$ cat src/rtl/fsm_sched_if.sv
// fsm_sched_if: requester and detector bus of the round-robin serial job scheduler.
interface fsm_sched_if #(
  parameter int DATA_W = 8,
  parameter int CNT_W  = 4
);
  logic [3:0]          req;
  logic [4*DATA_W-1:0] req_data;
  logic [3:0]          gnt;
  logic                busy;
  logic                done;
  logic [1:0]          done_id;
  logic [CNT_W-1:0]    hit_count;
  logic                det_in;
  logic                det_rst_n;
  logic                det_out;
  modport master (
    output req, req_data, det_out,
    input  gnt, busy, done, done_id, hit_count, det_in, det_rst_n
  );
  modport slave (
    input  req, req_data, det_out,
    output gnt, busy, done, done_id, hit_count, det_in, det_rst_n
  );
endinterface

$ cat src/rtl/fsm_sched.sv
// fsm_sched: round-robin scheduler serialising one requester word at a time through a shared detector.
module fsm_sched #(
  parameter int DATA_W = 8,
  parameter int CNT_W  = 4
) (
  input  logic       CLK,
  input  logic       RST,
  fsm_sched_if.slave bus
);
  typedef enum logic [2:0] {IDLE, CLR, SHIFT, DRAIN, DONE} state_t;
  state_t            state_q, state_d;
  logic [1:0]        ptr_q, ptr_d, id_q, id_d, done_id_q, done_id_d, win;
  logic [3:0]        gnt_q, gnt_d;
  logic [DATA_W-1:0] sh_q, sh_d;
  logic [CNT_W-1:0]  bit_q, bit_d, cnt_q, cnt_d, hit_q, hit_d, cnt_inc;
  logic              det_rst_n_q, det_rst_n_d;
  // Scan downward so the requester closest above ptr overwrites the rest.
  always_comb begin
    win = ptr_q;
    for (int k = 3; k >= 0; k--)
      if (bus.req[ptr_q + 2'(k)]) win = ptr_q + 2'(k);
  end
  always_comb begin
    state_d   = state_q;
    ptr_d     = ptr_q;
    id_d      = id_q;
    gnt_d     = gnt_q;
    sh_d      = sh_q;
    bit_d     = bit_q;
    cnt_d     = cnt_q;
    hit_d     = hit_q;
    done_id_d = done_id_q;
    cnt_inc   = cnt_q + CNT_W'(bus.det_out);
    case (state_q)
      IDLE: if (|bus.req) begin
        state_d = CLR;
        gnt_d   = 4'b0001 << win;
        sh_d    = bus.req_data[win*DATA_W +: DATA_W];
        id_d    = win;
        cnt_d   = '0;
      end
      CLR: begin
        state_d = SHIFT;
        bit_d   = '0;
      end
      // The detector output lags one bit, so the first shift cycle has nothing to sample.
      SHIFT: begin
        sh_d    = sh_q << 1;
        bit_d   = bit_q + 1'b1;
        cnt_d   = (bit_q != '0) ? cnt_inc : cnt_q;
        state_d = (bit_q == CNT_W'(DATA_W-1)) ? DRAIN : SHIFT;
      end
      DRAIN: begin
        state_d   = DONE;
        cnt_d     = cnt_inc;
        hit_d     = cnt_inc;
        done_id_d = id_q;
      end
      DONE: begin
        state_d = IDLE;
        ptr_d   = id_q + 1'b1;
        gnt_d   = '0;
      end
      default: state_d = IDLE;
    endcase
    det_rst_n_d = (state_d != CLR);
  end
  always_ff @(posedge CLK or negedge RST) begin
    if (!RST) begin
      state_q     <= IDLE;
      ptr_q       <= '0;
      id_q        <= '0;
      gnt_q       <= '0;
      sh_q        <= '0;
      bit_q       <= '0;
      cnt_q       <= '0;
      hit_q       <= '0;
      done_id_q   <= '0;
      det_rst_n_q <= 1'b0;
    end else begin
      state_q     <= state_d;
      ptr_q       <= ptr_d;
      id_q        <= id_d;
      gnt_q       <= gnt_d;
      sh_q        <= sh_d;
      bit_q       <= bit_d;
      cnt_q       <= cnt_d;
      hit_q       <= hit_d;
      done_id_q   <= done_id_d;
      det_rst_n_q <= det_rst_n_d;
    end
  end
  assign bus.gnt       = gnt_q;
  assign bus.busy      = (state_q != IDLE);
  assign bus.done      = (state_q == DONE);
  assign bus.done_id   = done_id_q;
  assign bus.hit_count = hit_q;
  assign bus.det_in    = (state_q == SHIFT) && sh_q[DATA_W-1];
  assign bus.det_rst_n = det_rst_n_q;
endmodule

$ cat src/flat_wrapper.sv
// flat-port wrapper written by rule: the top's interface ports become plain ports
module fsm_sched_flat 
#(
  parameter int DATA_W = 8,
  parameter int CNT_W  = 4
)
  (CLK, RST, bus_req, bus_req_data, bus_det_out, bus_gnt, bus_busy, bus_done, bus_done_id, bus_hit_count, bus_det_in, bus_det_rst_n);
  fsm_sched_if #(.DATA_W(DATA_W), .CNT_W(CNT_W)) bus_i ();
  input  logic CLK;
  input  logic RST;
  input wire logic [$bits(bus_i.req)-1:0] bus_req;
  input wire logic [$bits(bus_i.req_data)-1:0] bus_req_data;
  input wire logic [$bits(bus_i.det_out)-1:0] bus_det_out;
  output wire logic [$bits(bus_i.gnt)-1:0] bus_gnt;
  output wire logic [$bits(bus_i.busy)-1:0] bus_busy;
  output wire logic [$bits(bus_i.done)-1:0] bus_done;
  output wire logic [$bits(bus_i.done_id)-1:0] bus_done_id;
  output wire logic [$bits(bus_i.hit_count)-1:0] bus_hit_count;
  output wire logic [$bits(bus_i.det_in)-1:0] bus_det_in;
  output wire logic [$bits(bus_i.det_rst_n)-1:0] bus_det_rst_n;
  assign bus_i.req = bus_req;
  assign bus_i.req_data = bus_req_data;
  assign bus_i.det_out = bus_det_out;
  assign bus_gnt = bus_i.gnt;
  assign bus_busy = bus_i.busy;
  assign bus_done = bus_i.done;
  assign bus_done_id = bus_i.done_id;
  assign bus_hit_count = bus_i.hit_count;
  assign bus_det_in = bus_i.det_in;
  assign bus_det_rst_n = bus_i.det_rst_n;
  fsm_sched #(.DATA_W(DATA_W), .CNT_W(CNT_W)) u_core (.CLK(CLK), .RST(RST), .bus(bus_i));
endmodule
$ cat config.mk
export PLATFORM = sky130hd
export DESIGN_NAME = fsm_sched_flat
export DESIGN_NICKNAME = d
export VERILOG_FILES = /design/src/rtl/fsm_sched_if.sv /design/src/rtl/fsm_sched.sv /design/src/flat_wrapper.sv
export SDC_FILE = /design/constraint.sdc
export NUM_CORES = 1
export LEC_CHECK = 0
export BUFFER_PORTS_ARGS = -buffer_cell sky130_fd_sc_hd__buf_2
export CORE_MARGIN = 2
export CORE_UTILIZATION = 40
export DETAILED_ROUTE_END_ITERATION = 16
export PLACE_DENSITY = 0.63
export RECOVER_POWER = 50
export SYNTH_ARGS = -nofsm -noshare
export SYNTH_HDL_FRONTEND = slang
export SYNTH_SLANG_ARGS = --single-unit
export TNS_END_PERCENT = 1
$ cat constraint.sdc
create_clock -name CLK -period 3.5 [get_ports CLK]
set_input_delay 0.7 -clock CLK [delete_from_list [all_inputs] [get_ports CLK]]
set_output_delay 0.7 -clock CLK [all_outputs]
set_load 0.005 [all_outputs]
==> qor.yml <==
drc_errors: 0
dr.pass1.iters: 4
vias_per_cell: 5.232
hold_path_class: "register to register"
portBuffers: 52
cts_buffer_depth: 2
hold_buffers: 0
clk_latency_ns: 0.29
ys_seq_elements: 34
dr.first_iter.drc_count: 97
wl_per_cell_um: 13.73
drv_slew: 35
critPathTopFamily: "simple AND/OR/NAND/NOR gates"
worstPathRequired_ns: 2.80
synth-main-ff-cell: "dfrtp_1"
cts.clk_slew.worst_paths_ns: 0.07
final.min_clock_period_ns: 2.372
status: "finished with violations"
synth_top_area_share_pct: 43.59
rsz0062_at_grt: "no"
grt_pass1_vias: 1443
fin_crit_sh_pct: 67.78
cts_tree: "yes"
yosys.area.top_type: "dfrtp_1"
slowest_stage: "dfrtp_1"
cts_root_buffer: "clkbuf_8"
synth_cell_types: 48
antennaDiodeCount: 0
swShare_pct: 41.58
yosys-top-cells-area: "dfrtp_1, mux2i_1, nand2_1"
fmax_ghz: 0.4215
area_growth_pct: 20.06
start_util_pct: 41.32
finalClockSkew_ns: 0.01062
hold_viol_final: 0
drv_cap: 1
h-tree-depth: 2
fin_nets: 289
die_w_um: 73.86
worst-path-buf-inv: 2
worstPathArrival_ns: 1.67
clkPwrFrac_pct: 15.8
ir_worst_vdd_v: 0.0003064
drt-total-wl_um: 4311
core_area_mm2: 0.004723
p_int_uw: 1118
die-area_mm2: 0.005455
grt-ovfl-total: 0
setup_viol: 0
fin_setup_tns_ns: 0
crit_top_cell: "nor2b_1"
p_leak_uw: 0.001132
dpl.hpwl_um: 3230
cts-resized-gates: 0
die_h_um: 73.86
power-per-cell-area_mw_per_mm2: 816.5
seqPwrFrac_pct: 36.3
critical_path_class: "register to output pin"
avgSynthCellArea_um2: 10.11
cts_made_buffers: 5
violations: "capacitance limit, slew limit"
vias: 1643
hold_slack_ns: 0.4739
crit_chain: "nor2b_1 -> nor2b_1 -> buf_4 -> and2_1 -> buf_2"
drtAntennaViolNets: 0
max_slew_margin_pct: -20.54
cp-end-kind: "output pin"
switchingPower_uw: 795.7
finalNonFillerCells: 314
ys_seq_area_share_pct: 43.59
crit_fanout: 10
syn_inst: 193
post_route_cells_drive_above_1_share_pct: 29.96
grt_max_degree: 35
dp.cells: 306
critPathMaxStageDelay_ns: 0.48
pin_count: 53
syn_nets: 236
power_frac_comb_pct: 47.9
clock_sink_count: 34
rows: 25
grt_first_pass_wirelength_um: 6630
synthArstFlopShare_pct: 100.0
utilization_pct: 49.62
antenna_found_initial: 0
finalWeightedCongestion: 0.7737
synth_edf_count: 0
syn_area_mm2: 0.001952
postCtsSetupBuffers: 0
startpoint_type: "register"
yosysWarnings: 0
grt_util_all_layers_pct: 16.05
worst_pin_slew_ns: 1.808
-- sequential cells by signal (all words and copies together) (netlist names) --
signal	flops
u_core.sh_q	8
u_core.bus.hit_count	4
u_core.bus.gnt	4
u_core.id_q	2
u_core.bit_q	4
u_core.ptr_q	2
u_core.cnt_q	4
u_core.state_q	3
u_core.bus.det_rst_n	1
u_core.bus.done_id	2
-- routing by layer --
| metal | vias to the layer above | GRT usage (%) | wire length [um] |
|---|---|---|---|
| li1 | 823 | - | - |
| met1 | 772 | 22.63 | 2154 |
| met2 | 43 | 23.51 | 1938 |
| met3 | 5 | 4.115 | 172 |
| met4 | 0 | 6.061 | 46 |
| met5 | - | 0 | 0 |
-- placed cells by master, fill, tap and decap left out, types with 3 or more instances in the layout --
cell,instances
nand2_1,21
a22o_1,3
clkbuf_8,6
nand3_1,7
nand2b_1,3
a21oi_1,5
a211o_1,6
mux2_2,4
buf_2,49
and3_1,6
inv_1,5
dfrtp_1,34
o21ai_0,14
o211ai_1,5
nor2b_1,4
o31ai_1,9
nand4_1,5
mux2i_1,9
clkbuf_1,3
ha_1,4
or3_1,3
nor2_1,6
-- area by class of cell --
class,instances,area (um2)
flip-flops and latches,34,850.8
well taps,67,83.83
fillers,455,2380
repair buffers,53,264.0
inverters,6,22.52
clock inverters,2,12.51
clock buffers,6,82.58
multi-input cells,146,1027
-- final timing paths --
check	startpoint	to	slack, ns	depth (start not counted)
max in group asynchronous	RST	u_core.cnt_q[2]$_DFFE_PN0P_	1.56	1
min reg2reg	u_core.bus.hit_count[2]$_DFFE_PN0P_	u_core.bus.hit_count[2]$_DFFE_PN0P_	0.47	2
max	u_core.state_q[1]$_DFF_PN0_	bus_det_in	1.13	5
min in group asynchronous	RST	u_core.sh_q[3]$_DFFE_PN0P_	0.89	1
max reg2reg	u_core.ptr_q[1]$_DFFE_PN0P_	u_core.sh_q[3]$_DFFE_PN0P_	1.38	5
min	u_core.bus.hit_count[2]$_DFFE_PN0P_	u_core.bus.hit_count[2]$_DFFE_PN0P_	0.47	2
-- tightest hold or removal path: stages, from the launching register on --
cell,delay [ns]
dfrtp_1,0.34
nand2_1,0.04
o21ai_0,0.05
-- cell families (layout without fill, tap and decap cells) --
family / after synthesis / in the layout / share of synthesized area [%]
mux: 13 / 13 / 6.923
fa+ha+maj: 4 / 4 / 2.564
buf+inv: 13 / 67 / 3.781
compound gates: 54 / 54 / 19.36
xor+xnor: 4 / 4 / 1.795
flops: 34 / 34 / 43.59
simple gates: 71 / 71 / 21.99
-- Yosys cell counts, drive strengths merged (4+ instances only) --
cell type / number
and3: 6
nor2: 6
o31ai: 9
inv: 6
nand3: 8
mux2: 4
dfrtp: 34
ha: 4
nand2: 22
clkbuf: 4
o211ai: 5
a211o: 6
a21oi: 5
o21ai: 15
mux2i: 9
nor2b: 5
nand4: 5
-- power by group through the flow --
stage / combinational, uW / clock (uW) / sequential [uW]
finish: 917 / 302 / 694
global route: 1030 / 325 / 715
CTS: 926 / 311 / 693
detailed placement: 927 / 0 / 699
global placement: 907 / 0 / 696
floorplan: 722 / 0 / 663
-- per-stage QoR --
step                      power (uW)  setup slack (ns)  instance area, um2
after global placement          1604             1.134                2252
after global routing            2069            0.9719                2344
after CTS                       1930             1.114                2347
final                           1914             1.128                2344
after detailed placement        1626             1.004                2252
after floorplan                 1385             1.493                1952
Note: power is estimated with default switching activity, not from simulation.
